<file path="src/rtl/lcd_timing_pkg.sv">
// Shared panel constants and helpers for the LCD timing generator.
// Defaults describe an 800x480 panel; the counter width bounds the largest legal total.
package lcd_timing_pkg;

    localparam int CNT_W     = 11;
    localparam int MAX_TOTAL = 2047;

    localparam int DEF_H_ACTIVE = 800;
    localparam int DEF_H_FRONT  = 40;
    localparam int DEF_H_SYNC   = 48;
    localparam int DEF_H_BACK   = 40;
    localparam int DEF_V_ACTIVE = 480;
    localparam int DEF_V_FRONT  = 13;
    localparam int DEF_V_SYNC   = 3;
    localparam int DEF_V_BACK   = 29;
    localparam int DEF_TICK_DIV = 2;

    typedef struct packed {
        logic [7:0] r;
        logic [7:0] g;
        logic [7:0] b;
    } rgb_t;

    function automatic int axis_total(input int active, input int front,
                                      input int sync, input int back);
        return active + front + sync + back;
    endfunction

endpackage

</file>
<file path="src/rtl/lcd_axis_counter.sv">
// One raster axis: a wrapping position counter plus registered active/sync decodes
// that are aligned with the count (decoded from the next-state value).
module lcd_axis_counter
    import lcd_timing_pkg::*;
#(
    parameter int ACTIVE = DEF_H_ACTIVE,
    parameter int FRONT  = DEF_H_FRONT,
    parameter int SYNC   = DEF_H_SYNC,
    parameter int BACK   = DEF_H_BACK,
    parameter int START  = 0
) (
    input  logic             clock_i,
    input  logic             reset_i,
    input  logic             enable_i,
    output logic [CNT_W-1:0] count_o,
    output logic             wrap_o,
    output logic             active_o,
    output logic             sync_n_o
);

    localparam int TOTAL = axis_total(ACTIVE, FRONT, SYNC, BACK);

    localparam logic [CNT_W-1:0] LAST    = CNT_W'(TOTAL - 1);
    localparam logic [CNT_W-1:0] ONE     = CNT_W'(1);
    localparam logic [CNT_W-1:0] ACT_END = CNT_W'(ACTIVE);
    localparam logic [CNT_W-1:0] SYNC_LO = CNT_W'(ACTIVE + FRONT);
    localparam logic [CNT_W-1:0] SYNC_HI = CNT_W'(ACTIVE + FRONT + SYNC);
    localparam logic [CNT_W-1:0] START_V = CNT_W'(START);

    localparam logic ACTIVE_RST = (START < ACTIVE);
    localparam logic SYNC_N_RST = !((START >= ACTIVE + FRONT) && (START < ACTIVE + FRONT + SYNC));

    if (TOTAL > MAX_TOTAL || TOTAL < 1) begin : g_bad_total
        $error("lcd_axis_counter: axis total %0d outside 1..%0d", TOTAL, MAX_TOTAL);
    end
    if (START >= TOTAL) begin : g_bad_start
        $error("lcd_axis_counter: START %0d beyond axis total %0d", START, TOTAL);
    end

    logic [CNT_W-1:0] count_q, count_d;
    logic             active_q, active_d;
    logic             sync_n_q, sync_n_d;

    always_comb begin
        wrap_o  = enable_i && (count_q == LAST);
        count_d = count_q;
        if (enable_i) begin
            count_d = (count_q == LAST) ? '0 : count_q + ONE;
        end
        active_d = (count_d < ACT_END);
        sync_n_d = !((count_d >= SYNC_LO) && (count_d < SYNC_HI));
    end

    always_ff @(posedge clock_i) begin
        if (reset_i) begin
            count_q  <= START_V;
            active_q <= ACTIVE_RST;
            sync_n_q <= SYNC_N_RST;
        end else begin
            count_q  <= count_d;
            active_q <= active_d;
            sync_n_q <= sync_n_d;
        end
    end

    assign count_o  = count_q;
    assign active_o = active_q;
    assign sync_n_o = sync_n_q;

endmodule

</file>
<file path="src/rtl/lcd_timing_generator.sv">
// Parallel RGB LCD timing: pixel tick, raster counters, DE/sync decode and a pin stage
// that holds data, DE and syncs for one pixel period so they stay mutually aligned.
module lcd_timing_generator
    import lcd_timing_pkg::*;
#(
    parameter int H_ACTIVE = DEF_H_ACTIVE,
    parameter int H_FRONT  = DEF_H_FRONT,
    parameter int H_SYNC   = DEF_H_SYNC,
    parameter int H_BACK   = DEF_H_BACK,
    parameter int V_ACTIVE = DEF_V_ACTIVE,
    parameter int V_FRONT  = DEF_V_FRONT,
    parameter int V_SYNC   = DEF_V_SYNC,
    parameter int V_BACK   = DEF_V_BACK,
    parameter int TICK_DIV = DEF_TICK_DIV
) (
    input  logic        clock,
    input  logic        reset,
    output logic        lcd_tick,
    output logic        lcd_data_enable,
    output logic        lcd_next_frame,
    input  logic [7:0]  lcd_red,
    input  logic [7:0]  lcd_green,
    input  logic [7:0]  lcd_blue,
    output logic        lcd_dclk,
    output logic        lcd_hs,
    output logic        lcd_vs,
    output logic        lcd_de,
    output logic [7:0]  lcd_r,
    output logic [7:0]  lcd_g,
    output logic [7:0]  lcd_b,
    output logic [31:0] debug_frame_count
);

    localparam int DW      = (TICK_DIV > 2) ? $clog2(TICK_DIV) : 1;
    localparam int H_TOTAL = axis_total(H_ACTIVE, H_FRONT, H_SYNC, H_BACK);

    localparam logic [DW-1:0]    DIV_LAST = DW'(TICK_DIV - 1);
    localparam logic [DW-1:0]    DIV_ONE  = DW'(1);
    localparam logic [DW-1:0]    DCLK_ON  = DW'(TICK_DIV / 2);
    localparam logic [CNT_W-1:0] H_LAST   = CNT_W'(H_TOTAL - 1);
    localparam logic [CNT_W-1:0] V_PRE    = CNT_W'((V_ACTIVE > 0) ? V_ACTIVE - 1 : 0);

    if (TICK_DIV < 2) begin : g_bad_div
        $error("lcd_timing_generator: TICK_DIV must be at least 2, got %0d", TICK_DIV);
    end

    logic [DW-1:0]    div_q, div_d;
    logic             tick;
    logic             dclk_q, dclk_d;
    logic             next_frame_q, next_frame_d;
    logic [31:0]      frame_cnt_q;

    logic [CNT_W-1:0] h_count, v_count;
    logic             h_wrap, v_wrap;
    logic             h_active, v_active;
    logic             h_sync_n, v_sync_n;
    logic             data_enable;
    logic             v_pre;

    logic             de_pin_q, hs_pin_q, vs_pin_q;
    rgb_t             pix_in, pix_q;

    assign tick        = (div_q == DIV_LAST);
    assign data_enable = h_active && v_active;
    assign pix_in      = '{r: lcd_red, g: lcd_green, b: lcd_blue};

    lcd_axis_counter #(
        .ACTIVE (H_ACTIVE),
        .FRONT  (H_FRONT),
        .SYNC   (H_SYNC),
        .BACK   (H_BACK),
        .START  (0)
    ) u_h_axis (
        .clock_i  (clock),
        .reset_i  (reset),
        .enable_i (tick),
        .count_o  (h_count),
        .wrap_o   (h_wrap),
        .active_o (h_active),
        .sync_n_o (h_sync_n)
    );

    // Reset parks v at the first blanking line so the streamer gets a full blanking to prefill.
    lcd_axis_counter #(
        .ACTIVE (V_ACTIVE),
        .FRONT  (V_FRONT),
        .SYNC   (V_SYNC),
        .BACK   (V_BACK),
        .START  (V_ACTIVE)
    ) u_v_axis (
        .clock_i  (clock),
        .reset_i  (reset),
        .enable_i (h_wrap),
        .count_o  (v_count),
        .wrap_o   (v_wrap),
        .active_o (v_active),
        .sync_n_o (v_sync_n)
    );

    always_comb begin
        div_d        = tick ? '0 : div_q + DIV_ONE;
        dclk_d       = (div_d >= DCLK_ON);
        v_pre        = (V_ACTIVE == 0) ? v_wrap : (v_count == V_PRE);
        // Last pixel of the last active line: the counters load (0, V_ACTIVE) at this edge.
        next_frame_d = tick && (h_count == H_LAST) && v_pre;
    end

    always_ff @(posedge clock) begin
        if (reset) begin
            div_q        <= '0;
            dclk_q       <= 1'b0;
            next_frame_q <= 1'b0;
            frame_cnt_q  <= '0;
        end else begin
            div_q        <= div_d;
            dclk_q       <= dclk_d;
            next_frame_q <= next_frame_d;
            if (next_frame_q) begin
                frame_cnt_q <= frame_cnt_q + 32'd1;
            end
        end
    end

    // Pin stage samples once per pixel, so pins trail the counters by exactly one pixel.
    always_ff @(posedge clock) begin
        if (reset) begin
            de_pin_q <= 1'b0;
            hs_pin_q <= 1'b1;
            vs_pin_q <= 1'b1;
            pix_q    <= '0;
        end else if (tick) begin
            de_pin_q <= data_enable;
            hs_pin_q <= h_sync_n;
            vs_pin_q <= v_sync_n;
            pix_q    <= data_enable ? pix_in : '0;
        end
    end

    assign lcd_tick          = tick;
    assign lcd_data_enable   = data_enable;
    assign lcd_next_frame    = next_frame_q;
    assign lcd_dclk          = dclk_q;
    assign lcd_hs            = hs_pin_q;
    assign lcd_vs            = vs_pin_q;
    assign lcd_de            = de_pin_q;
    assign lcd_r             = pix_q.r;
    assign lcd_g             = pix_q.g;
    assign lcd_b             = pix_q.b;
    assign debug_frame_count = frame_cnt_q;

endmodule

</file>
<file path="config.mk">
export PLATFORM = sky130hd
export DESIGN_NAME = lcd_timing_generator
export DESIGN_NICKNAME = d
export VERILOG_FILES = /design/src/rtl/lcd_timing_pkg.sv /design/src/rtl/lcd_axis_counter.sv /design/src/rtl/lcd_timing_generator.sv
export SDC_FILE = /design/constraint.sdc
export NUM_CORES = 1
export LEC_CHECK = 0
export ABC_AREA = 1
export BUFFER_PORTS_ARGS = -buffer_cell sky130_fd_sc_hd__buf_2
export CORE_MARGIN = 1
export CORE_UTILIZATION = 45
export CTS_CLUSTER_SIZE = 24
export DETAILED_ROUTE_END_ITERATION = 6
export PLACE_DENSITY = 0.68
export RECOVER_POWER = 50
export SLEW_MARGIN = 20
export SYNTH_ARGS = -nofsm -noshare
export SYNTH_HDL_FRONTEND = slang
export SYNTH_HIERARCHICAL = 1
export SYNTH_SLANG_ARGS = --single-unit
</file>
<file path="constraint.sdc">
create_clock -name clock -period 2.6 [get_ports clock]
set_clock_uncertainty 0.1 [all_clocks]
set_input_delay 0.26 -clock clock [delete_from_list [all_inputs] [get_ports clock]]
set_output_delay 0.26 -clock clock [all_outputs]
set_load 0.05 [all_outputs]
</file>
Word-level counts from Yosys, hierarchy flattened
Cells that the tools add are included.
{"block": "word_totals", "ff_bits": 88, "input_bits": 26, "out_inout_bits": 63, "elab_cells": 43}
{"block": "op_classes", "n_addsub": 4, "magnitude_cmp": 7, "eq_ne": 3, "mux": 6, "n_reduce_logical": 7}
{"cell": "11-bit 2-to-1 mux", "count": 4}
{"cell": "32-bit by 1-bit adder with 32-bit output, second input constant", "count": 1}
{"cell": "24-bit 2-to-1 mux", "count": 1}
{"cell": "11-bit by 1-bit adder with 11-bit output, second input constant", "count": 2}
{"cell": "11-bit by 10-bit equality test with 1-bit output, second input constant", "count": 2}
{"cell": "11-bit by 10-bit < comparator with 1-bit output, second input constant", "count": 2}
{"cell": "11-bit by 9-bit < comparator with 1-bit output, second input constant", "count": 2}
{"cell": "11-bit by 9-bit equality test with 1-bit output, second input constant", "count": 1}
{"cell": "11-bit by 10-bit greater-or-equal comparator with 1-bit output, second input constant", "count": 1}
{"cell": "11-bit by 9-bit greater-or-equal comparator with 1-bit output, second input constant", "count": 1}
{"cell": "1-bit logical AND", "count": 5}
{"cell": "1-bit logical NOT", "count": 2}
{"cell": "1-bit adder, second input constant", "count": 1}
{"cell": "1-bit greater-or-equal comparator, second input constant", "count": 1}
{"cell": "1-bit 2-to-1 mux", "count": 1}

Logic depth before layout (Yosys ltp)
Gate-level depths: netlist (run 1).
{"block": "depth", "word_depth": 6, "depth_mapped": 14, "mapped_depth_nobuf": 14}

By module
The synthesis (run 1) kept the hierarchy.
{"module": "lcd_timing_generator", "instances": 1, "cells_each": 360, "area_each_um2": 2807.7, "seq_area_each_um2": 1221.2}
{"module": "lcd_axis_counter (u_v_axis)", "instances": 1, "cells_each": 122, "area_each_um2": 760.7, "seq_area_each_um2": 260.2}
{"module": "lcd_axis_counter (u_h_axis)", "instances": 1, "cells_each": 112, "area_each_um2": 757.0, "seq_area_each_um2": 260.2}

Worst setup path before layout (run 1)
Ideal clock, no wire load.
{"block": "synth_path", "path_type": "register to register", "start": "reg div_q, in the netlist lcd_tick", "end": "reg u_v_axis.sync_n_q, in the netlist u_v_axis/sync_n_o", "setup_ns": 0.121, "t_arrival_ns": 2.052, "t_required_ns": 2.379, "slack_ns": 0.327, "path_stages_with_launch": 14, "path_buffers": 2, "period_less_slack_ns": 2.273, "path_cell_list": "dfxtp_1 buf_4 nand2_1 nor2_1 nand3_2 inv_1 buf_6 nand2_2 nor2_1 nand2_1 a21oi_1 nand3_1 nor2_1 nand3_1"}
{"block": "synth_via", "elab_chain_cells": 5, "elab_cells_between_ends": 6, "cone_classes": "2 x order compare; 1 x mux; 3 x reduce/logical"}
{"item": "start, declared", "line_no": "lcd_timing_generator.sv:47", "source": "logic [DW-1:0] div_q, div_d;"}
{"item": "start signal, assigned", "line_no": "lcd_timing_generator.sv:115", "source": "div_q <= div_d;"}
{"item": "1-bit logical AND *", "line_no": "lcd_axis_counter.sv:45", "source": "wrap_o = enable_i && (count_q == LAST);"}
{"item": "named net h_wrap", "line_no": "lcd_timing_generator.sv:54", "source": "logic h_wrap, v_wrap;"}
{"item": "11-bit 2-to-1 mux *", "line_no": "lcd_axis_counter.sv:47", "source": "if (enable_i) begin"}
{"item": "11-bit by 9-bit greater-or-equal comparator with 1-bit output or 11-bit by 9-bit < comparator with 1-bit output (tied branches)", "line_no": "lcd_axis_counter.sv:51", "source": "sync_n_d = !((count_d >= SYNC_LO) && (count_d < SYNC_HI));"}
{"item": "1-bit logical AND *", "line_no": "lcd_axis_counter.sv:51"}
{"item": "1-bit logical NOT *", "line_no": "lcd_axis_counter.sv:51"}
{"item": "end signal, assigned", "line_no": "lcd_axis_counter.sv:62", "source": "sync_n_q <= sync_n_d;"}
{"item": "end, declared", "line_no": "lcd_axis_counter.sv:42", "source": "logic sync_n_q, sync_n_d;"}
Mark *: on every way through the listed nets, which the timed path passes. The rest lies on a longest branch.
A chain may end at the register's enable or synchronous reset.

Worst setup path in the final report (run 1)
{"block": "layout_path", "start": "reg u_h_axis.count_q[1], in the netlist u_h_axis/count_o[1]", "end": "reg u_v_axis.sync_n_q, in the netlist u_v_axis/sync_n_o"}
{"block": "layout_via", "elab_chain_cells": 6, "elab_cells_between_ends": 7, "cone_classes": "2 x order compare; 1 x eq/ne; 1 x mux; 3 x reduce/logical"}
{"item": "start, declared", "line_no": "lcd_axis_counter.sv:40", "source": "logic [CNT_W-1:0] count_q, count_d;"}
{"item": "start signal, assigned", "line_no": "lcd_axis_counter.sv:60", "source": "count_q <= count_d;"}
{"item": "11-bit by 10-bit equality test with 1-bit output *", "line_no": "lcd_axis_counter.sv:45"}
{"item": "1-bit logical AND *", "line_no": "lcd_axis_counter.sv:45"}
{"item": "named net h_wrap", "line_no": "lcd_timing_generator.sv:54"}
{"item": "11-bit 2-to-1 mux *", "line_no": "lcd_axis_counter.sv:47"}
{"item": "11-bit by 9-bit greater-or-equal comparator with 1-bit output or 11-bit by 9-bit < comparator with 1-bit output (tied branches)", "line_no": "lcd_axis_counter.sv:51"}
{"item": "1-bit logical AND *", "line_no": "lcd_axis_counter.sv:51"}
{"item": "1-bit logical NOT *", "line_no": "lcd_axis_counter.sv:51"}
Marked as above.

==> results of run 1 <==
## flip-flops by register name (all words and copies together) (netlist names)
| name | flops |
|---|---|
| debug_frame_count | 32 |
| lcd_b | 8 |
| lcd_de | 1 |
| lcd_g | 8 |
| lcd_hs | 1 |
| lcd_next_frame | 1 |
| lcd_r | 8 |
| lcd_tick | 1 |
| lcd_vs | 1 |
| u_h_axis/active_o | 1 |
| u_h_axis/count_o | 11 |
| u_h_axis/sync_n_o | 1 |
| u_v_axis/active_o | 1 |
| u_v_axis/count_o | 11 |
| u_v_axis/sync_n_o | 1 |
## cell usage in the layout (no fill, tap or decap), types with 2 or more instances in the layout
master      count
a21oi_1        20
a32o_1         24
buf_2          27
buf_4           2
clkbuf_1       63
clkbuf_8        9
clkinvlp_4      2
dfxtp_1        87
ha_1            4
inv_1          66
nand2_1       136
nand2_2        10
nand3_1        48
nand3_2         9
nand4_1        18
nor2_1        100
nor2_2          9
nor2_4         12
nor3_1         10
o21ai_0         7
xnor2_1         3
xor2_1          7
## power breakdown
group	switching (µW)	internal, µW	total [µW]
combinational	68.9	29.2	98.2
sequential	5.57	1340	1340
clock	489	451	940
## cell families (layout without fill, tap and decap cells)
group	count (synthesis)	count (layout)	share of synthesized area, %
adders and majority gates	4	4	1.157
DFF	87	87	40.27
and+or+nand+nor	355	355	39.37
buffers and inverters	83	176	7.839
xor gates and xnor gates	10	10	2.025
AOI/OAI and AO/OA	55	55	9.343
## how the worst max path moves through the flow
stage | from | to | slack [ns]
finish | u_h_axis/count_o[1]$_SDFF_PP0_ | u_v_axis/sync_n_o$_SDFF_PP1_ | 0.27
floorplan | lcd_tick$_SDFF_PP0_ | u_v_axis/sync_n_o$_SDFF_PP1_ | 0.33
global route | u_h_axis/count_o[0]$_SDFF_PP0_ | u_v_axis/sync_n_o$_SDFF_PP1_ | 0.02
CTS | u_h_axis/count_o[0]$_SDFF_PP0_ | u_v_axis/sync_n_o$_SDFF_PP1_ | 0.28
detailed placement | u_h_axis/count_o[0]$_SDFF_PP0_ | u_v_axis/sync_n_o$_SDFF_PP1_ | 0.30
global placement | u_h_axis/count_o[0]$_SDFF_PP0_ | u_v_axis/sync_n_o$_SDFF_PP1_ | 0.38
## area by class of cell
cell class / instances / area, µm²
Timing Repair Buffer: 92 / 392.9
Tap cell: 129 / 161.4
Clock buffer: 10 / 127.6
Multi-Input combinational cell: 424 / 2200
Clock inverter: 6 / 70.07
Inverter: 68 / 255.2
Sequential cell: 87 / 1742
Fill cell: 982 / 4335
## routing by layer
layer / part of all wire (%) / up-vias / GRT usage, %
met5: 0 / - / 0
met4: 1.4 / 0 / 7.135
met3: 4.2 / 10 / 3.969
met2: 48 / 86 / 35.49
met1: 46 / 1884 / 26.04
li1: - / 2117 / -
## critical path, cell delays in order (launching register included)
cell and delay, ns:
dfxtp_1 0.42, ha_1 0.24, inv_1 0.07, nor2_2 0.14
nand3_2 0.16, inv_1 0.32, nand2_1 0.12, nor2_1 0.17
nand2_2 0.10, nor2_2 0.08, nand2_1 0.06, nand2_2 0.08
nand2_1 0.05, inv_1 0.05, nand3_1 0.06
## stage by stage
step	setup WS, ns	instances	power, µW	utilization (%)	hold slack [ns]
2_1_floorplan	0.3272	594	1436	-	0.2393
3_3_place_gp	0.3770	799	1470	52.41	0.3251
3_5_place_dp	0.3000	799	1474	52.41	0.3318
4_1_cts	0.2754	816	2422	54.65	0.03693
5_1_grt	0.01539	816	2496	53.30	0.03519
6_report	0.2713	816	2381	53.30	0.05782
## repair_timing
| action | CTS | global route |
|---|---|---|
| gates resized for setup | 0 | 0 |
| hold buffers | 1 | 0 |
| hold endpoints to repair | 1 | 0 |
==> reports/metrics.yaml, run 1 <==
yosysUniqueCellTypes: 32
crit_required_ns: 2.73
r2r-end: "u_v_axis/sync_n_o$_SDFF_PP1_"
cts_setup_buffers: 0
whs_path_depth: 2
numCtsBuffers: 9
drcViolationCount: 0
hold_path.class: "input pin to register"
dp_hpwl_um: 7487
dieArea_um2: 10010
drive_gt1_share_pct: 12.52
die_h_um: 100.0
peakVddDrop_mv: 0.2686
clock-root-buffer: "clkbuf_8"
drtIter0Drc: 148
drv_slew: 0
r2r_cells: 14
cts-htree-levels: 3
synth_seq_area_share_pct: 40.27
grt_max_degree: 30
first_pass_iters: 4
synth_top_area_share_pct: 40.27
synth_top_area_cell: "dfxtp_1"
synth-async-reset-ratio_pct: 0
setup_viol: 0
die_w_um: 100.0
endpoint_kind: "register"
startpoint_type: "register"
min_to: "lcd_b[5]$_SDFFE_PP0P_"
io_buffers: 88
max-slew-margin-rel_pct: 28.69
clock.fmax_ghz: 0.4294
viasPerCell: 5.021
r2r_slack_ns: 0.27
worstSetupPathType: "register to register"
area_growth_pct: 14.41
num_rows: 35
clockBufferDepth: 2
diodes: 0
start_util_pct: 46.59
io_pins: 89
final_nets: 712
synthTopCellsByArea: "dfxtp_1 (40%), nand2_1 (12%), nor2_1 (8.2%)"
cp_max_fo: 11
insertion_delay_ns: 0.35
postRouteAntennaNets: 0
netlist_area_um2: 4325
hold_viol: 0
synthFlopType: "dfxtp_1"
yosysMostFrequentCell: "nand2_1"
clk_pin_slew_ns: 0.09
track_usage_pct: 20.69
fin_crit_sh_pct: 89.57
grt-ovfl-total: 0
core_area_um2: 9284
detail_route.wirelength_um: 10070
grt_pass1_wl_um: 16800
status: "completed"
yosys-top-cells-count: "nand2_1 (136), nor2_1 (95), dfxtp_1 (87)"
gp_congestion: 0.9090
grt_pass1_vias: 3798
clock_sink_count: 87
rsz0062_at_grt: "no"
fin_setup_tns_ns: 0
min_period_ns: 2.329
synth_edf_count: 0
vias: 4097
drv_cap: 0
power_density_nw_per_um2: 481.1
min_from: "lcd_blue[5]"
syn-num-nets: 624
yosys_warnings: 6
synthCells: 594
final_cell_area_um2: 4949
routedWlPerCell_um: 12.33
ys_ff_latch: 87
tritoncts: "yes"
synth.avg_cell_area_um2: 7.282
critical_path_arrival_ns: 2.46
worst_pin_slew_ns: 1.070
leakage_uw: 0.001906
reg2reg_from: "u_h_axis/count_o[1]$_SDFF_PP0_"
dpl_cell_area_um2: 4866
antenna_found_initial: 0
No activity file was read; power rests on OpenSTA's default activity.
==> run 2, diff against run 1 <==
--- a/config.mk
+++ b/config.mk
@@ -13,6 +13,7 @@
 export DETAILED_ROUTE_END_ITERATION = 6
 export PLACE_DENSITY = 0.68
 export RECOVER_POWER = 50
+export REMOVE_ABC_BUFFERS = 1
 export SLEW_MARGIN = 20
 export SYNTH_ARGS = -nofsm -noshare
 export SYNTH_HDL_FRONTEND = slang
==> run 2 against run 1 <==
Compared with the run above:
- utilization is 0.081 points higher
- largest power group unchanged
- clock power rose by 3.6%
- combinational power is essentially flat
- largest cell class unchanged
- register-to-register slack improved by 0.09 ns
- critical path depth down 2
- count of clock-buffer cells in the layout unchanged
- sequential share of layout area decreased by 0.053 points
- via count increased by 0.90%
- wire length up 0.63%
- critical path type unchanged
==> reports/metrics.yaml, run 2 (synthesized netlist as in run 1, its figures left out) <==
clockBufferDepth: 2
place_ws_ns: 0.3032
finalNonFillerCells: 816
slowest_delay_ns: 0.42
slowest_stage: "dfxtp_1"
cts-htree-levels: 3
cp_max_fo: 11
fill_cells: 961
r2r_cells: 12
diodes: 0
mostFrequentLayoutCells: "nand2_1 (137), nor2_1 (100), dfxtp_1 (87)"
critical_path_arrival_ns: 2.38
gp_congestion: 0.8772
dp_hpwl_um: 7656
min_period_ns: 2.236
cts_setup_buffers: 0
r2r-end: "u_v_axis/sync_n_o$_SDFF_PP1_"
drv_slew: 0
grt-ovfl-total: 0
detail_route.wirelength_um: 10130
clock-root-buffer: "clkbuf_8"
max-slew-margin-rel_pct: 32.75
core_area_um2: 9284
reg2reg_from: "u_h_axis/count_o[0]$_SDFF_PP0_"
largest_reg_flops: 32
tritoncts: "yes"
start_util_pct: 46.59
dieArea_um2: 10010
clock.fmax_ghz: 0.4472
drive_gt1_share_pct: 12.95
whs_path_depth: 2
crit_chain: "ha_1 -> inv_1 -> nor2_2 -> nand3_2 -> clkinvlp_4 -> nand2_2 -> nor2_1 -> nand2_1 -> a21oi_1 -> nand3_1 -> nor2_1 -> nand3_1"
power_density_nw_per_um2: 487.4
rsz0062_at_grt: "no"
die_h_um: 100.0
status: "completed"
die_w_um: 100.0
fin_setup_tns_ns: 0
worstSetupEndpoint: "u_v_axis/sync_n_o$_SDFF_PP1_"
area_growth_pct: 14.58
hold_path.class: "input pin to register"
clock_sink_count: 87
final_common_cell: "nand2_1"
postRouteAntennaNets: 0
worstSetupPathType: "register to register"
leakage_uw: 0.001904
io_buffers: 88
place_inst: 800
startpoint_type: "register"
grt_max_degree: 27
insertion_delay_ns: 0.35
peakVddDrop_mv: 0.3311
hold_viol: 0
grt_pass1_vias: 3977
drcViolationCount: 0
endpoint_kind: "register"
grt_pass1_wl_um: 17240
numCtsBuffers: 9
fin_crit_sh_pct: 86.01
clk_pin_slew_ns: 0.09
cp-startpoint: "u_h_axis/count_o[0]$_SDFF_PP0_"
io_pins: 89
drv_cap: 0
fin_ws_ns: 0.3638
setup_viol: 0
drtIter0Drc: 127
r2r_slack_ns: 0.36
worst_pin_slew_ns: 1.009
vias: 4134
antenna_found_initial: 0
num_rows: 35
crit_required_ns: 2.74
track_usage_pct: 21.21
viasPerCell: 5.066
routedWlPerCell_um: 12.41
first_pass_iters: 4
final_nets: 712
seq_area_um2: 1742
multi_input_area_um2: 2197
## run 2: cell count changes in the layout (fill, tap and decap cells not counted), sizes merged
cell and change:
clkinvlp +1, clkinv -1, buf +2, clkbuf -1, dlygate4sd3 -1
## run 2: timing repair
item / 4_1_cts / 5_1_grt
endpoints found under the setup margin: 0 / 1
resized for setup: 0 / 1
hold buffers: 0 / 0
## run 2: layout make-up
| cell class | count | area share (%) |
|---|---|---|
| multi-input cells | 424 | 44.33 |
| flip-flops and latches | 87 | 35.14 |
| repair buffers | 92 | 7.902 |
| inverters | 68 | 5.226 |
| well taps | 129 | 3.257 |
| clock buffers | 10 | 2.777 |
| clock inverters | 6 | 1.363 |
## run 2: report_power, final
group / internal, µW / total (µW) / leakage [µW] / switching, µW
clock network: 476 / 974 / 0.0000993 / 499
registers: 1340 / 1340 / 0.000702 / 5.64
logic: 29.6 / 98.5 / 0.00110 / 69.0
## run 2: how the worst min path moves through the flow
| stage | start | to | slack, ns |
|---|---|---|---|
| finish | lcd_blue[5] | lcd_b[5]$_SDFFE_PP0P_ | 0.06 |
| global route | lcd_blue[4] | lcd_b[4]$_SDFFE_PP0P_ | 0.03 |
| CTS | lcd_blue[0] | lcd_b[0]$_SDFFE_PP0P_ | 0.04 |
| detailed placement | lcd_b[0]$_SDFFE_PP0P_ | lcd_b[0]$_SDFFE_PP0P_ | 0.35 |
| global placement | u_h_axis/sync_n_o$_SDFF_PP1_ | lcd_hs$_SDFFE_PP1P_ | 0.33 |
| floorplan | reset | debug_frame_count[27]$_SDFFE_PP0P_ | 0.23 |
## run 2: metal layers
layer	up-vias	wire [µm]	GRT usage (%)	part of all wire (%)
met5	-	0	0	0
met4	0	86	6.243	0.85
met3	9	389	4.735	3.8
met2	83	5248	38.94	52
met1	1933	4403	24.62	43
li1	2109	-	-	-
## run 2: metrics by stage
step	power, µW	hold WS (ns)	util, %	area, µm²
after floorplan	1425	0.2269	-	4242
after global placement	1472	0.3320	52.49	4873
after detailed placement	1475	0.3471	52.49	4873
after CTS	2459	0.03959	54.70	5079
after global routing	2526	0.03248	53.38	4956
final	2415	0.05594	53.38	4956
## run 2: worst max-delay path, delay by kind of cell (launching register included)
family          cells  cell delay [ns]
fa+ha+maj           1             0.23
compound gates      1             0.15
simple gates        8             0.94
flops               1             0.42
buf+inv             2             0.29
==> run 3, diff against run 2 <==
--- a/config.mk
+++ b/config.mk
@@ -9,6 +9,7 @@
 export BUFFER_PORTS_ARGS = -buffer_cell sky130_fd_sc_hd__buf_2
 export CORE_MARGIN = 1
 export CORE_UTILIZATION = 45
+export CTS_CLUSTER_DIAMETER = 100
 export CTS_CLUSTER_SIZE = 24
 export DETAILED_ROUTE_END_ITERATION = 6
 export PLACE_DENSITY = 0.68
==> constraint.sdc (replaced) <==
create_clock -name clock -period 2.53 [get_ports clock]
set_clock_uncertainty 0.1 [all_clocks]
set_input_delay 0.253 -clock clock [delete_from_list [all_inputs] [get_ports clock]]
set_output_delay 0.253 -clock clock [all_outputs]
set_load 0.05 [all_outputs]
==> run 3 against run 2 <==
Compared with the run above:
- the flow now finishes with violations (max-capacitance violations, max-slew violations)
- sequential power rose by 3%
- sequential share of layout area decreased by 0.67 points
- register-to-register slack worse by 0.06 ns
- via count down 1.4%
- maximum frequency rose by 0.29%
- critical path depth unchanged
- total power is 14% higher
- critical endpoint unchanged
- hold slack worse by 0.018 ns
- critical path type unchanged
==> reports/metrics.yaml, run 3 (synthesized netlist as in run 1, its figures left out) <==
routedWlPerCell_um: 12.20
final_util_pct: 54.42
drtIter0Drc: 169
seq_area_um2: 1742
switching_power_uw: 589.0
antenna_found_initial: 0
dieArea_um2: 10010
track_usage_pct: 20.59
clockBufferDepth: 2
finalPower_uw: 2752
min_from: "lcd_green[0]"
mostFrequentLayoutCells: "nand2_1 (136), nor2_1 (97), dfxtp_1 (87)"
drv_cap: 1
die_h_um: 100.0
p_sw_share_pct: 21.40
hold_path.class: "input pin to register"
fin_crit_sh_pct: 88.13
clkPwrFrac_pct: 46.2
drive_gt1_share_pct: 13.93
grt-ovfl-total: 0
start_util_pct: 46.59
grt_pass1_wl_um: 16690
cp-startpoint: "u_h_axis/count_o[0]$_SDFF_PP0_"
reg2reg_from: "u_h_axis/count_o[0]$_SDFF_PP0_"
final_nets: 714
area_growth_pct: 16.81
worstSetupPathType: "register to register"
clock-root-buffer: "clkbuf_8"
clk_pin_slew_ns: 0.09
startpoint_type: "register"
crit_required_ns: 2.67
grt_max_degree: 33
max-slew-margin-rel_pct: -8.574
die_w_um: 100.0
viasPerCell: 4.985
r2r_slack_ns: 0.30
setup_viol: 0
hold_viol: 0
critical_path_arrival_ns: 2.37
cp_max_fo: 8
cts-htree-levels: 3
dp_hpwl_um: 7367
peakVddDrop_mv: 0.2538
detail_route.wirelength_um: 9980
core_area_um2: 9284
leakage_uw: 0.001946
r2r_cells: 12
status: "complete, but fails checks"
drv_slew: 33
num_rows: 35
numCtsBuffers: 9
power_density_nw_per_um2: 544.8
place_ws_ns: 0.2403
clock.fmax_ghz: 0.4485
clock_sink_count: 87
first_pass_iters: 4
io_pins: 89
diodes: 0
drcViolationCount: 0
vias: 4078
pwr-share-comb_pct: 3.7
p_int_uw: 2163
io_buffers: 88
final_common_cell: "nand2_1"
violations: "max-capacitance violations, max-slew violations"
worstSetupEndpoint: "u_v_axis/sync_n_o$_SDFF_PP1_"
postRouteAntennaNets: 0
insertion_delay_ns: 0.36
largest_reg_flops: 32
gp_congestion: 0.8680
grt_pass1_vias: 3826
min_period_ns: 2.230
worst_pin_slew_ns: 1.629
seq_power_share_pct: 50.1
tritoncts: "yes"
fin_ws_ns: 0.3002
multi_input_area_um2: 2217
fill_cells: 942
endpoint_kind: "register"
r2r-end: "u_v_axis/sync_n_o$_SDFF_PP1_"
==> run 3: layout make-up <==
type	count	share of cell area (%)
Tap cell	129	3.195
Timing Repair Buffer	94	8.024
Multi-Input combinational cell	424	43.88
Clock buffer	9	2.452
Clock inverter	7	2.848
Inverter	68	5.126
Sequential cell	87	34.47
==> run 3: how the worst min path moves through the flow <==
stage          slack [ns]  cells after the start                                  to
2_1_floorplan        0.22                      1  debug_frame_count[27]$_SDFFE_PP0P_
3_3_place_gp         0.33                      2                 lcd_hs$_SDFFE_PP1P_
3_5_place_dp         0.35                      1               lcd_r[3]$_SDFFE_PP0P_
4_1_cts              0.02                      2               lcd_g[0]$_SDFFE_PP0P_
5_1_grt              0.03                      2               lcd_b[1]$_SDFFE_PP0P_
6_report             0.04                      2               lcd_g[0]$_SDFFE_PP0P_
==> run 3: layer usage <==
| metal | vias up | share of wire, % | track usage, % |
|---|---|---|---|
| li1 | 2118 | - | - |
| met1 | 1852 | 45 | 24.43 |
| met2 | 92 | 50 | 36.50 |
| met3 | 16 | 3.7 | 4.178 |
| met4 | 0 | 1.7 | 8.027 |
| met5 | - | 0 | 0 |
==> run 3: stage by stage <==
stage	TNS, ns	cells	hold slack (ns)	area, µm²
after floorplan	-0.1584	579	0.2199	4242
after global placement	0	800	0.3305	4873
after detailed placement	0	800	0.3470	4873
after CTS	0	816	0.02326	5141
after global routing	-0.0005373	818	0.02830	5052
final	0	818	0.03750	5052
==> run 3: critical path: stages (launching register included) <==
cell and delay (ns):
dfxtp_1 0.42, ha_1 0.23, inv_1 0.07, nor2_2 0.14, nand3_2 0.19, clkinvlp_4 0.20
nand2_2 0.08, nor2_1 0.15, nand2_1 0.10, a21oi_1 0.14, nand3_1 0.08, nor2_1 0.14
nand3_1 0.07
==> run 3: power groups by stage <==
stage          Sequential (µW)  Clock, µW  Combinational [µW]
4_1_cts                   1380       1300                 103
3_5_place_dp              1410          0                 103
5_1_grt                   1380       1350                 111
3_3_place_gp              1410          0                 101
2_1_floorplan             1430          0                35.0
6_report                  1380       1270                 101
==> run 3: what timing repair did <==
action | CTS | global route
setup endpoints to repair | 0 | 2
setup buffers | 0 | 2
hold buffers | 0 | 0
gates resized for setup | 0 | 1
